**src/rtl/drink_fsm.sv**
```systemverilog
// Vending controller for a 1.5-yuan drink: tracks credit in 0.5-yuan units and
// issues registered one-cycle drink/change pulses.
module drink_fsm (
  input  logic       clk,
  input  logic       reset,
  input  logic [1:0] coin,
  output logic       drink,
  output logic [1:0] back
);

  localparam logic [1:0] S0 = 2'd0;
  localparam logic [1:0] S1 = 2'd1;
  localparam logic [1:0] S2 = 2'd2;

  localparam logic [1:0] C_NONE = 2'b00;
  localparam logic [1:0] C_HALF = 2'b01;
  localparam logic [1:0] C_ONE  = 2'b10;
  localparam logic [1:0] C_REF  = 2'b11;

  logic [1:0] state, state_nxt;
  logic       drink_nxt;
  logic [1:0] back_nxt;

  always_comb begin
    state_nxt = state;
    drink_nxt = 1'b0;
    back_nxt  = 2'd0;
    case (state)
      S0: begin
        case (coin)
          C_HALF:  state_nxt = S1;
          C_ONE:   state_nxt = S2;
          default: state_nxt = S0;
        endcase
      end
      S1: begin
        case (coin)
          C_NONE: state_nxt = S1;
          C_HALF: state_nxt = S2;
          C_ONE: begin
            state_nxt = S0;
            drink_nxt = 1'b1;
          end
          C_REF: begin
            state_nxt = S0;
            back_nxt  = 2'd1;
          end
          default: state_nxt = S1;
        endcase
      end
      S2: begin
        case (coin)
          C_NONE: state_nxt = S2;
          C_HALF: begin
            state_nxt = S0;
            drink_nxt = 1'b1;
          end
          C_ONE: begin
            state_nxt = S0;
            drink_nxt = 1'b1;
            back_nxt  = 2'd1;
          end
          C_REF: begin
            state_nxt = S0;
            back_nxt  = 2'd2;
          end
          default: state_nxt = S2;
        endcase
      end
      // Encoding 2'b11 is unreachable; recover to empty credit.
      default: state_nxt = S0;
    endcase
  end

  always_ff @(posedge clk) begin
    if (!reset) begin
      state <= S0;
      drink <= 1'b0;
      back  <= 2'd0;
    end else begin
      state <= state_nxt;
      drink <= drink_nxt;
      back  <= back_nxt;
    end
  end

endmodule

```
**config.mk**
```make
export PLATFORM = sky130hd
export DESIGN_NAME = drink_fsm
export DESIGN_NICKNAME = d
export VERILOG_FILES = /design/src/rtl/drink_fsm.sv
export SDC_FILE = /design/constraint.sdc
export NUM_CORES = 1
export LEC_CHECK = 0
export BUFFER_PORTS_ARGS = -buffer_cell sky130_fd_sc_hd__buf_2
export CORE_AREA = 2 2 39 41
export CTS_BUF_LIST = sky130_fd_sc_hd__clkbuf_16
export DETAILED_ROUTE_END_ITERATION = 10
export DIE_AREA = 0 0 41 43
export GPL_ROUTABILITY_DRIVEN = 0
export HOLD_SLACK_MARGIN = 0.12
export PLACE_DENSITY = 0.45
export SETUP_SLACK_MARGIN = 0.02
export SKIP_LAST_GASP = 1
export SYNTH_ARGS = -nofsm -noshare
export SYNTH_HDL_FRONTEND = slang
export SYNTH_SLANG_ARGS = --single-unit
```
**constraint.sdc**
```tcl
create_clock -name clk -period 1.35 [get_ports clk]
set_clock_uncertainty 0.1 [all_clocks]
set_input_delay 0.0675 -clock clk [delete_from_list [all_inputs] [get_ports clk]]
set_output_delay 0.0675 -clock clk [all_outputs]
set_load 0.02 [all_outputs]
```
==> results.py, run 1 <==
metrics = {
    "run_status": {
        "outcome": "finished, final reports clean",
    },
    "drt": {
        "ant_nets": 0,
        "wl_um": 576,
        "dr.pass1.iters": 4,
        "post_drt_wl_per_cell_um": 9.76,
        "via_count": 234,
        "vias_per_cell": 3.97,
        "drt_iter0_markers": 4,
        "drc": 0,
    },
    "clocking": {
        "htree_levels": 1,
        "clkLatencyLatePin_ns": 0.22,
        "clk_pin_slew_worst_paths_ns": 0.03,
        "cts_tree": "built",
        "root_buffer": "clkbuf_16",
        "cts.sinks": 5,
        "cts_buffers": 3,
        "clock_tree.buffer_depth": 2,
    },
    "sta": {
        "min_period_ns": 1.25,
        "tightest_slew_ns": 0.279,
        "setup_viol": 0,
        "period_share_pct": 92.5,
        "fin_tns_setup_ns": 0,
        "max_slew_margin_pct": 81.4,
        "hold_viol": 0,
        "clock.fmax_ghz": 0.801,
        "rsz0062_at_grt": "false",
        "setup_ws_ns": 0.101,
        "drv_slew": 0,
    },
    "power": {
        "leakage_nw": 0.229,
        "ir_drop_uv": 698,
        "p_sw_share_pct": 17.3,
        "p_clk_share_pct": 69.5,
        "p_int_mw": 0.557,
        "power.share.combinational_pct": 7.3,
        "powerDensity_nw_per_um2": 1460,
        "sequentialPowerShare_pct": 23.2,
        "p_switching_mw": 0.117,
    },
    "floorplan": {
        "core_um2": 1380,
        "chipWidth_um": 41,
        "dieArea_um2": 1760,
        "core.rowCount": 14,
        "io_pins": 7,
        "start_util_pct": 23.0,
        "die_height_um": 43,
    },
    "synth": {
        "avgSynthCellArea_um2": 9.93,
        "synth.yosys.seq_area_share_pct": 31.5,
        "synth_seq_cells": 5,
        "yosys_warnings": 0,
        "synthDistinctLibCells": 8,
        "synth_area_um2": 318,
        "syn_nets": 47,
        "synth_cells": 32,
    },
    "worst_hold_path": {
        "holdPathEnd": "back[1]$_SDFF_PN0_",
        "worstHoldStart": "coin[1]",
        "worstHoldPathCells": 4,
        "holdCritPathClass": "input port to flip-flop",
    },
    "critical_path": {
        "rr_worst_depth": 4,
        "path_max_fanout": 4,
        "r2r_start": "state[0]$_SDFF_PN0_",
        "reg2reg_slack_ns": 0.10,
        "required_ns": 1.35,
        "endpoint_kind": "flip-flop",
        "worstReg2RegEnd": "state[1]$_SDFF_PN0_",
        "cp.arrival_ns": 1.25,
        "path_class": "flip-flop to flip-flop",
        "startpoint_type": "flip-flop",
    },
    "global_route": {
        "antenna_found_initial": 0,
        "grt_pass1_wl_um": 966,
        "overflow": 0,
        "grtUsageTotal_pct": 9.04,
        "grt_max_degree": 6,
        "grt_pass1_vias": 243,
    },
    "cells_and_area": {
        "register_area_um2": 101,
        "stdcell_area_um2": 460,
        "drive_gt1_share_pct": 25.6,
        "multi_input_area_um2": 205,
        "finalNetCount": 59,
        "area_growth_pct": 44.9,
        "nFillCells": 147,
        "diodes": 0,
    },
    "placed_design": {
        "dpl.hpwl_um": 439,
        "port_buffers": 6,
        "placed_area_um2": 368,
        "place_ws_ns": 0.0670,
    },
    "run": {
        "maxCapViolations": 0,
    },
}
[per-stage QoR]
step / power (mW) / hold slack [ns] / std cells / utilization (%)
final: 0.674 / 0.179 / 59 / 33.3
after global routing: 0.707 / 0.209 / 59 / 33.3
after CTS: 0.683 / 0.178 / 59 / 33.0
after detailed placement: 0.204 / 0.258 / 54 / 26.6
after global placement: 0.205 / 0.269 / 54 / 26.6
after floorplan: 0.187 / 0.118 / 32 / -
[cells by family after synthesis]
family | after synthesis | synth area share, %
AOI/OAI and AO/OA | 4 | 10.2
adders and majority gates | 11 | 43.3
buffers and inverters | 4 | 4.72
DFF | 5 | 31.5
and+or+nand+nor | 8 | 10.2
[cell usage in the layout, fill, tap and decap left out, drive strengths merged]
cell type,count
dfxtp,5
nand2b,1
inv,5
clkbuf,3
a222oi,1
buf,6
ha,11
dlygate4sd3,1
nand2,2
nor2,5
a22oi,3
[critical path, cell delays in order, from the launching register on]
cell and delay (ns):
dfxtp_2 0.33, inv_1 0.06, ha_2 0.20, a222oi_1 0.34, nor2_1 0.09
[worst max path at each step]
stage | startpoint | to | slack, ns
after floorplan | state[0]$_SDFF_PN0_ | state[1]$_SDFF_PN0_ | 0.15
after global placement | state[0]$_SDFF_PN0_ | state[1]$_SDFF_PN0_ | 0.09
after detailed placement | state[0]$_SDFF_PN0_ | state[1]$_SDFF_PN0_ | 0.07
after CTS | state[0]$_SDFF_PN0_ | state[1]$_SDFF_PN0_ | 0.03
after global routing | state[1]$_SDFF_PN0_ | state[1]$_SDFF_PN0_ | 0.05
final | state[0]$_SDFF_PN0_ | state[1]$_SDFF_PN0_ | 0.10
[flip-flops by register name (all words and copies together) (netlist names)]
name and flops:
drink 1, back 2, state 2
[metal layers]
metal  vias up  wire [µm]  track usage (%)
li1        125          -                -
met1       102        270             10.3
met2         5        276             11.6
met3         2         14             3.14
met5         -          0                0
met4         0         14             10.0
[area by class of cell]
type                            count  share of cell area (%)
Clock buffer                        3                    16.3
Inverter                            4                    3.26
Multi-Input combinational cell     23                    44.6
Clock inverter                      1                   0.815
Timing Repair Buffer                7                    8.70
Tap cell                           16                    4.35
Sequential cell                     5                    22.0
[what timing repair did]
action | 4_1_cts | 5_1_grt
hold buffers | 1 | 0
hold endpoints to repair | 5 | 0
gates resized for setup | 0 | 2
setup buffers | 0 | 0
endpoints found under the setup margin | 0 | 1
[power groups by stage]
stage | Clock [mW] | Sequential (mW) | Combinational, mW
6_report | 0.468 | 0.156 | 0.0494
2_1_floorplan | 0 | 0.158 | 0.0290
3_3_place_gp | 0 | 0.158 | 0.0474
4_1_cts | 0.478 | 0.156 | 0.0493
5_1_grt | 0.494 | 0.157 | 0.0565
3_5_place_dp | 0 | 0.158 | 0.0461
[cells in the mapped netlist (all sizes together)]
library cell / instances / area share, %
a222oi: 1 / 3.1
a22oi: 3 / 7.1
dfxtp: 5 / 31
ha: 11 / 43
inv: 4 / 4.7
nand2: 2 / 2.4
nand2b: 1 / 2.0
nor2: 5 / 5.9
No activity file was read; power rests on OpenSTA's default activity.
==> inputs of run 2 (changes only) <==
--- a/config.mk
+++ b/config.mk
@@ -5,6 +5,7 @@
 export SDC_FILE = /design/constraint.sdc
 export NUM_CORES = 1
 export LEC_CHECK = 0
+export ABC_AREA = 1
 export BUFFER_PORTS_ARGS = -buffer_cell sky130_fd_sc_hd__buf_2
 export CORE_AREA = 2 2 39 41
 export CTS_BUF_LIST = sky130_fd_sc_hd__clkbuf_16
@@ -12,7 +13,7 @@
 export DIE_AREA = 0 0 41 43
 export GPL_ROUTABILITY_DRIVEN = 0
 export HOLD_SLACK_MARGIN = 0.12
-export PLACE_DENSITY = 0.45
+export PLACE_DENSITY = 0.47
 export SETUP_SLACK_MARGIN = 0.02
 export SKIP_LAST_GASP = 1
 export SYNTH_ARGS = -nofsm -noshare
==> run 2 against run 1 <==
Against the previous run: register-to-register slack improved by 0.10 ns; critical endpoint is now back[1]$_SDFF_PN0_; first-iteration DRC count is 100% lower; clock-buffer cell count did not move; cell count increased by 15%; sequential cell count unchanged; die area stayed put; wire length up 2.1%; combinational power is 9.3% higher; critical path type unchanged.
==> results.py, run 2 <==
metrics = {
    "run_status": {
        "outcome": "finished, final reports clean",
    },
    "sta": {
        "setup_ws_ns": 0.205,
        "max_slew_margin_pct": 89.3,
        "fin_tns_setup_ns": 0,
        "rsz0062_at_grt": "false",
        "setup_viol": 0,
        "drv_slew": 0,
        "period_share_pct": 84.8,
        "clock.fmax_ghz": 0.874,
        "holdWs_ns": 0.195,
        "tightest_slew_ns": 0.161,
        "hold_viol": 0,
        "min_period_ns": 1.14,
    },
    "critical_path": {
        "crit_buf_inv": 1,
        "critPathTopFamily": "flip-flops",
        "cp_cell_sequence": "inv_1, ha_1, nand2_1, nor3b_2",
        "critical_path.max_stage_delay_ns": 0.35,
        "r2r_start": "state[1]$_SDFF_PN0_",
        "cp_slowest_cell": "dfxtp_1",
        "cp.arrival_ns": 1.20,
        "critical_path_depth": 4,
        "path_class": "flip-flop to flip-flop",
        "path_max_fanout": 3,
        "reg2reg_slack_ns": 0.21,
        "required_ns": 1.40,
        "worstReg2RegEnd": "back[1]$_SDFF_PN0_",
        "rr_worst_depth": 4,
        "endpoint_kind": "flip-flop",
        "startpoint_type": "flip-flop",
    },
    "synth": {
        "syn_nets": 56,
        "synth-async-reset-ratio_pct": 0,
        "synth.yosys.seq_area_share_pct": 28.4,
        "yosysTopAreaCell": "ha_1",
        "ys_top_cells_by_count": "ha_1 (11), nand2_1 (11), inv_1 (7)",
        "ys.flop_type": "dfxtp_1",
        "avgSynthCellArea_um2": 8.61,
        "synth_cells": 41,
        "synth_seq_cells": 5,
        "synth_edf_count": 0,
        "synth_area_leaders": "ha_1 (39%), dfxtp_1 (28%), nand2_1 (12%)",
        "synth_top_area_share_pct": 39.0,
        "yosys_warnings": 0,
        "synthDistinctLibCells": 10,
        "synth_area_um2": 353,
    },
    "drt": {
        "drc": 0,
        "via_count": 278,
        "wl_um": 588,
        "dr.pass1.iters": 1,
        "ant_nets": 0,
        "vias_per_cell": 4.09,
        "drt_iter0_markers": 0,
        "post_drt_wl_per_cell_um": 8.65,
    },
    "cells_and_area": {
        "nFillCells": 149,
        "area_growth_pct": 39.4,
        "final_cell_mix": "nand2_1 (11), ha_1 (11), inv_1 (8), buf_2 (6), dfxtp_1 (5)",
        "drive_gt1_share_pct": 21.2,
        "finalNetCount": 68,
        "top_regs": "back: 2 flops, state: 2 flops, drink: 1 flops",
        "fin_cells": 68,
        "diodes": 0,
    },
    "clocking": {
        "htree_levels": 1,
        "clkLatencyLatePin_ns": 0.22,
        "clock_tree.buffer_depth": 2,
        "cts_tree": "built",
        "cts_setup_buffers": 0,
        "cts.sinks": 5,
        "root_buffer": "clkbuf_16",
        "clk_pin_slew_worst_paths_ns": 0.03,
        "cts_buffers": 3,
    },
    "global_route": {
        "grtUsageTotal_pct": 9.22,
        "overflow": 0,
        "grt_max_degree": 6,
        "grt_pass1_wl_um": 1060,
        "antenna_found_initial": 0,
        "grt_pass1_vias": 278,
    },
    "power": {
        "ir_drop_uv": 264,
        "powerDensity_nw_per_um2": 1380,
        "total_power_mw": 0.677,
        "leakage_nw": 0.265,
    },
    "placed_design": {
        "dpl.hpwl_um": 461,
        "place_ws_ns": 0.214,
        "port_buffers": 6,
        "dp_cells": 63,
    },
    "floorplan": {
        "start_util_pct": 25.5,
        "dieArea_um2": 1760,
        "io_pins": 7,
        "core_um2": 1380,
        "die_height_um": 43,
        "core.rowCount": 14,
        "chipWidth_um": 41,
    },
    "run": {
        "maxCapViolations": 0,
    },
    "worst_hold_path": {
        "worstHoldPathCells": 3,
        "worstHoldStart": "coin[1]",
        "holdCritPathClass": "input port to flip-flop",
        "holdPathEnd": "back[1]$_SDFF_PN0_",
    },
}
-- run 2: cell count changes in the layout (fill, tap and decap cells not counted), moves of 2 or more --
cell | previous run | this run
a22oi_1 | 3 | 0
inv_1 | 5 | 8
nand2_1 | 2 | 11
nand4_1 | 0 | 2
nor2_1 | 5 | 0
-- run 2: worst register-to-register path, stage by stage (launching register included) --
cell	delay (ns)
dfxtp_1	0.35
inv_1	0.08
ha_1	0.31
nand2_1	0.09
nor3b_2	0.15
-- run 2: area by class of cell --
type / instances / area, µm² / area share (%)
inverter: 7 / 26.3 / 5.34
tap: 16 / 20.0 / 4.07
sequential: 5 / 100 / 20.4
clock inverter: 1 / 3.75 / 0.763
timing repair buffer: 7 / 40.0 / 8.14
clock buffer: 3 / 75.1 / 15.3
multi-input combinational: 29 / 226 / 46.1
-- run 2: layer usage --
| metal | part of all wire, % | global-route usage (%) | up-vias | wire length [µm] |
|---|---|---|---|---|
| met1 | 44 | 9.90 | 127 | 258 |
| met2 | 54 | 14.4 | 5 | 318 |
| met4 | 0 | 6.00 | 0 | 0 |
| met5 | 0 | 0 | - | 0 |
| li1 | - | - | 146 | - |
| met3 | 2.0 | 3.14 | 0 | 12 |
-- run 2: repair_timing --
| item | in CTS | in global routing |
|---|---|---|
| endpoints found under the setup margin | 0 | 0 |
| hold buffers | 1 | 0 |
| hold endpoints to repair | 4 | 0 |
| resized for setup | 0 | 0 |
-- run 2: cell families after synthesis --
| group | after synthesis | synth area share [%] |
|---|---|---|
| buffers and inverters | 7 | 7.45 |
| AO/OA/AOI/OAI | 1 | 1.42 |
| adder cells (fa/ha/maj) | 11 | 39.0 |
| flip-flops | 5 | 28.4 |
| AND/OR/NAND/NOR | 17 | 23.8 |
-- run 2: worst max-delay path by stage --
stage                         endpoint  slack (ns)                 from
floorplan           back[1]$_SDFF_PN0_        0.29  state[0]$_SDFF_PN0_
global placement    back[1]$_SDFF_PN0_        0.23  state[0]$_SDFF_PN0_
detailed placement  back[1]$_SDFF_PN0_        0.21  state[0]$_SDFF_PN0_
CTS                 back[1]$_SDFF_PN0_        0.19  state[1]$_SDFF_PN0_
global route        back[1]$_SDFF_PN0_        0.09  state[1]$_SDFF_PN0_
finish              back[1]$_SDFF_PN0_        0.21  state[1]$_SDFF_PN0_
-- run 2: power by group --
group / internal, mW / switching, mW / leakage (nW)
logic: 0.0223 / 0.0317 / 0.182
clock network: 0.382 / 0.0851 / 0.0423
registers: 0.153 / 0.00283 / 0.0406
-- run 2: stage by stage --
stage	util, %	cell area [µm²]
after floorplan	-	353
after global placement	29.1	403
after detailed placement	29.1	403
after CTS	35.5	492
after global routing	35.5	492
final	35.5	492
==> inputs of run 3 (changes only) <==
==> constraint.sdc (replaced) <==
create_clock -name clk -period 1.1 [get_ports clk]
set_clock_uncertainty 0.1 [all_clocks]
set_input_delay 0.055 -clock clk [delete_from_list [all_inputs] [get_ports clk]]
set_output_delay 0.055 -clock clk [all_outputs]
set_load 0.02 [all_outputs]
==> run 3 against run 2 <==
Against the previous run: combinational power grew 48%; largest power group unchanged; power rose by 27%; worst setup slack lost 0.16 ns; non-clock buffer count did not move; cell count unchanged; clock power is 26% higher; largest cell class unchanged; hold slack got worse by 0.020 ns.
==> results.py, run 3 (same netlist as run 2, synthesis figures left out) <==
metrics = {
    "power": {
        "ir_drop_uv": 456,
        "leakage_nw": 0.269,
        "powerDensity_nw_per_um2": 1600,
    },
    "placed_design": {
        "port_buffers": 6,
        "dpl.hpwl_um": 466,
        "placed_area_um2": 403,
        "dp_cells": 63,
        "place_ws_ns": -0.0345,
    },
    "cells_and_area": {
        "fin_cells": 68,
        "stdcell_area_um2": 539,
        "finalNetCount": 68,
        "top_regs": "back: 2 flops, state: 2 flops, drink: 1 flops",
        "nFillCells": 148,
        "layout_commonest_cell": "nand2_1",
        "diodes": 0,
        "drive_gt1_share_pct": 36.5,
        "area_growth_pct": 52.8,
        "multi_input_area_um2": 267,
        "final_cell_mix": "nand2_1 (10), ha_1 (8), inv_1 (6), buf_2 (6)",
        "register_area_um2": 108,
    },
    "critical_path": {
        "path_max_fanout": 3,
        "path_class": "flip-flop to flip-flop",
        "endpoint_kind": "flip-flop",
        "startpoint_type": "flip-flop",
        "cp.arrival_ns": 1.12,
        "required_ns": 1.16,
    },
    "drt": {
        "drt_iter0_markers": 3,
        "highest_layer": "met4",
        "wl_met1_um": 263,
        "via_count": 284,
        "wl_met2_um": 284,
        "dr.pass1.iters": 2,
        "wl_um": 613,
        "dr_wl_met3_um": 26,
        "drc": 0,
        "post_drt_wl_per_cell_um": 9.01,
        "vias_per_cell": 4.18,
        "ant_nets": 0,
    },
    "run": {
        "maxCapViolations": 0,
    },
    "sta": {
        "clock.fmax_ghz": 0.944,
        "rsz0062_at_grt": "true",
        "setup_viol": 0,
        "tightest_slew_ns": 0.122,
        "max_slew_margin_pct": 91.9,
        "min_period_ns": 1.06,
        "drv_slew": 0,
        "holdWs_ns": 0.175,
        "setup_ws_ns": 0.0410,
        "period_share_pct": 96.3,
        "hold_viol": 0,
        "fin_tns_setup_ns": 0,
    },
    "floorplan": {
        "core.rowCount": 14,
        "io_pins": 7,
        "chipWidth_um": 41,
        "start_util_pct": 25.5,
        "dieArea_um2": 1760,
        "die_height_um": 43,
        "core_um2": 1380,
    },
    "clocking": {
        "clk_pin_slew_worst_paths_ns": 0.03,
        "root_buffer": "clkbuf_16",
        "clkLatencyLatePin_ns": 0.23,
        "cts_buffers": 3,
        "cts.sinks": 5,
        "htree_levels": 1,
        "cts_tree": "built",
        "cts_setup_buffers": 0,
        "clock_tree.buffer_depth": 2,
    },
    "global_route": {
        "grt_pass1_vias": 278,
        "grt_pass1_wl_um": 1080,
        "overflow": 0,
        "antenna_found_initial": 0,
        "grt_max_degree": 6,
        "grtUsageTotal_pct": 9.91,
    },
    "worst_hold_path": {
        "holdCritPathClass": "input port to flip-flop",
    },
    "run_status": {
        "outcome": "finished, final reports clean",
    },
}
-- run 3: critical path, stage by stage (launching register included) --
cell     delay (ns)
dfxtp_4        0.36
inv_2          0.06
ha_4           0.27
nand2_2        0.05
nor3b_2        0.14
-- run 3: final cells by class --
class / count / share of cell area [%]
repair buffers: 7 / 7.42
inverters: 7 / 4.87
well taps: 16 / 3.71
flip-flops and latches: 5 / 20.0
multi-input cells: 29 / 49.4
clock buffers: 3 / 13.9
clock inverters: 1 / 0.696
-- run 3: final timing paths --
| kind | start | to | slack [ns] | cells after the start |
|---|---|---|---|---|
| min | coin[1] | back[1]$_SDFF_PN0_ | 0.17 | 3 |
| min reg2reg | state[1]$_SDFF_PN0_ | back[1]$_SDFF_PN0_ | 0.56 | 3 |
| max reg2reg | state[0]$_SDFF_PN0_ | back[1]$_SDFF_PN0_ | 0.04 | 4 |
| max | state[0]$_SDFF_PN0_ | back[1]$_SDFF_PN0_ | 0.04 | 4 |
-- run 3: per-layer routing --
| layer | up-vias | track usage (%) |
|---|---|---|
| met2 | 8 | 12.8 |
| met1 | 124 | 10.8 |
| met4 | 0 | 12.0 |
| met5 | - | 0 |
| li1 | 147 | - |
| met3 | 5 | 3.14 |
-- run 3: per-stage QoR --
stage	util [%]	total power [mW]
after floorplan	-	0.234
after global placement	29.1	0.257
after detailed placement	29.1	0.257
after CTS	35.9	0.860
after global routing	39.0	0.894
final	39.0	0.861
-- run 3: timing repair --
action | CTS | global route
gates resized for setup | 3 | 9
hold endpoints to repair | 4 | 0
setup endpoints to repair | 5 | 5
pin swaps | 1 | 0
hold buffers | 1 | 0
-- run 3: report_power, final --
part,switching (mW),leakage (nW),total (mW),internal (mW)
registers,0.00579,0.0420,0.191,0.186
logic,0.0433,0.185,0.0801,0.0368
clock network,0.119,0.0423,0.589,0.471
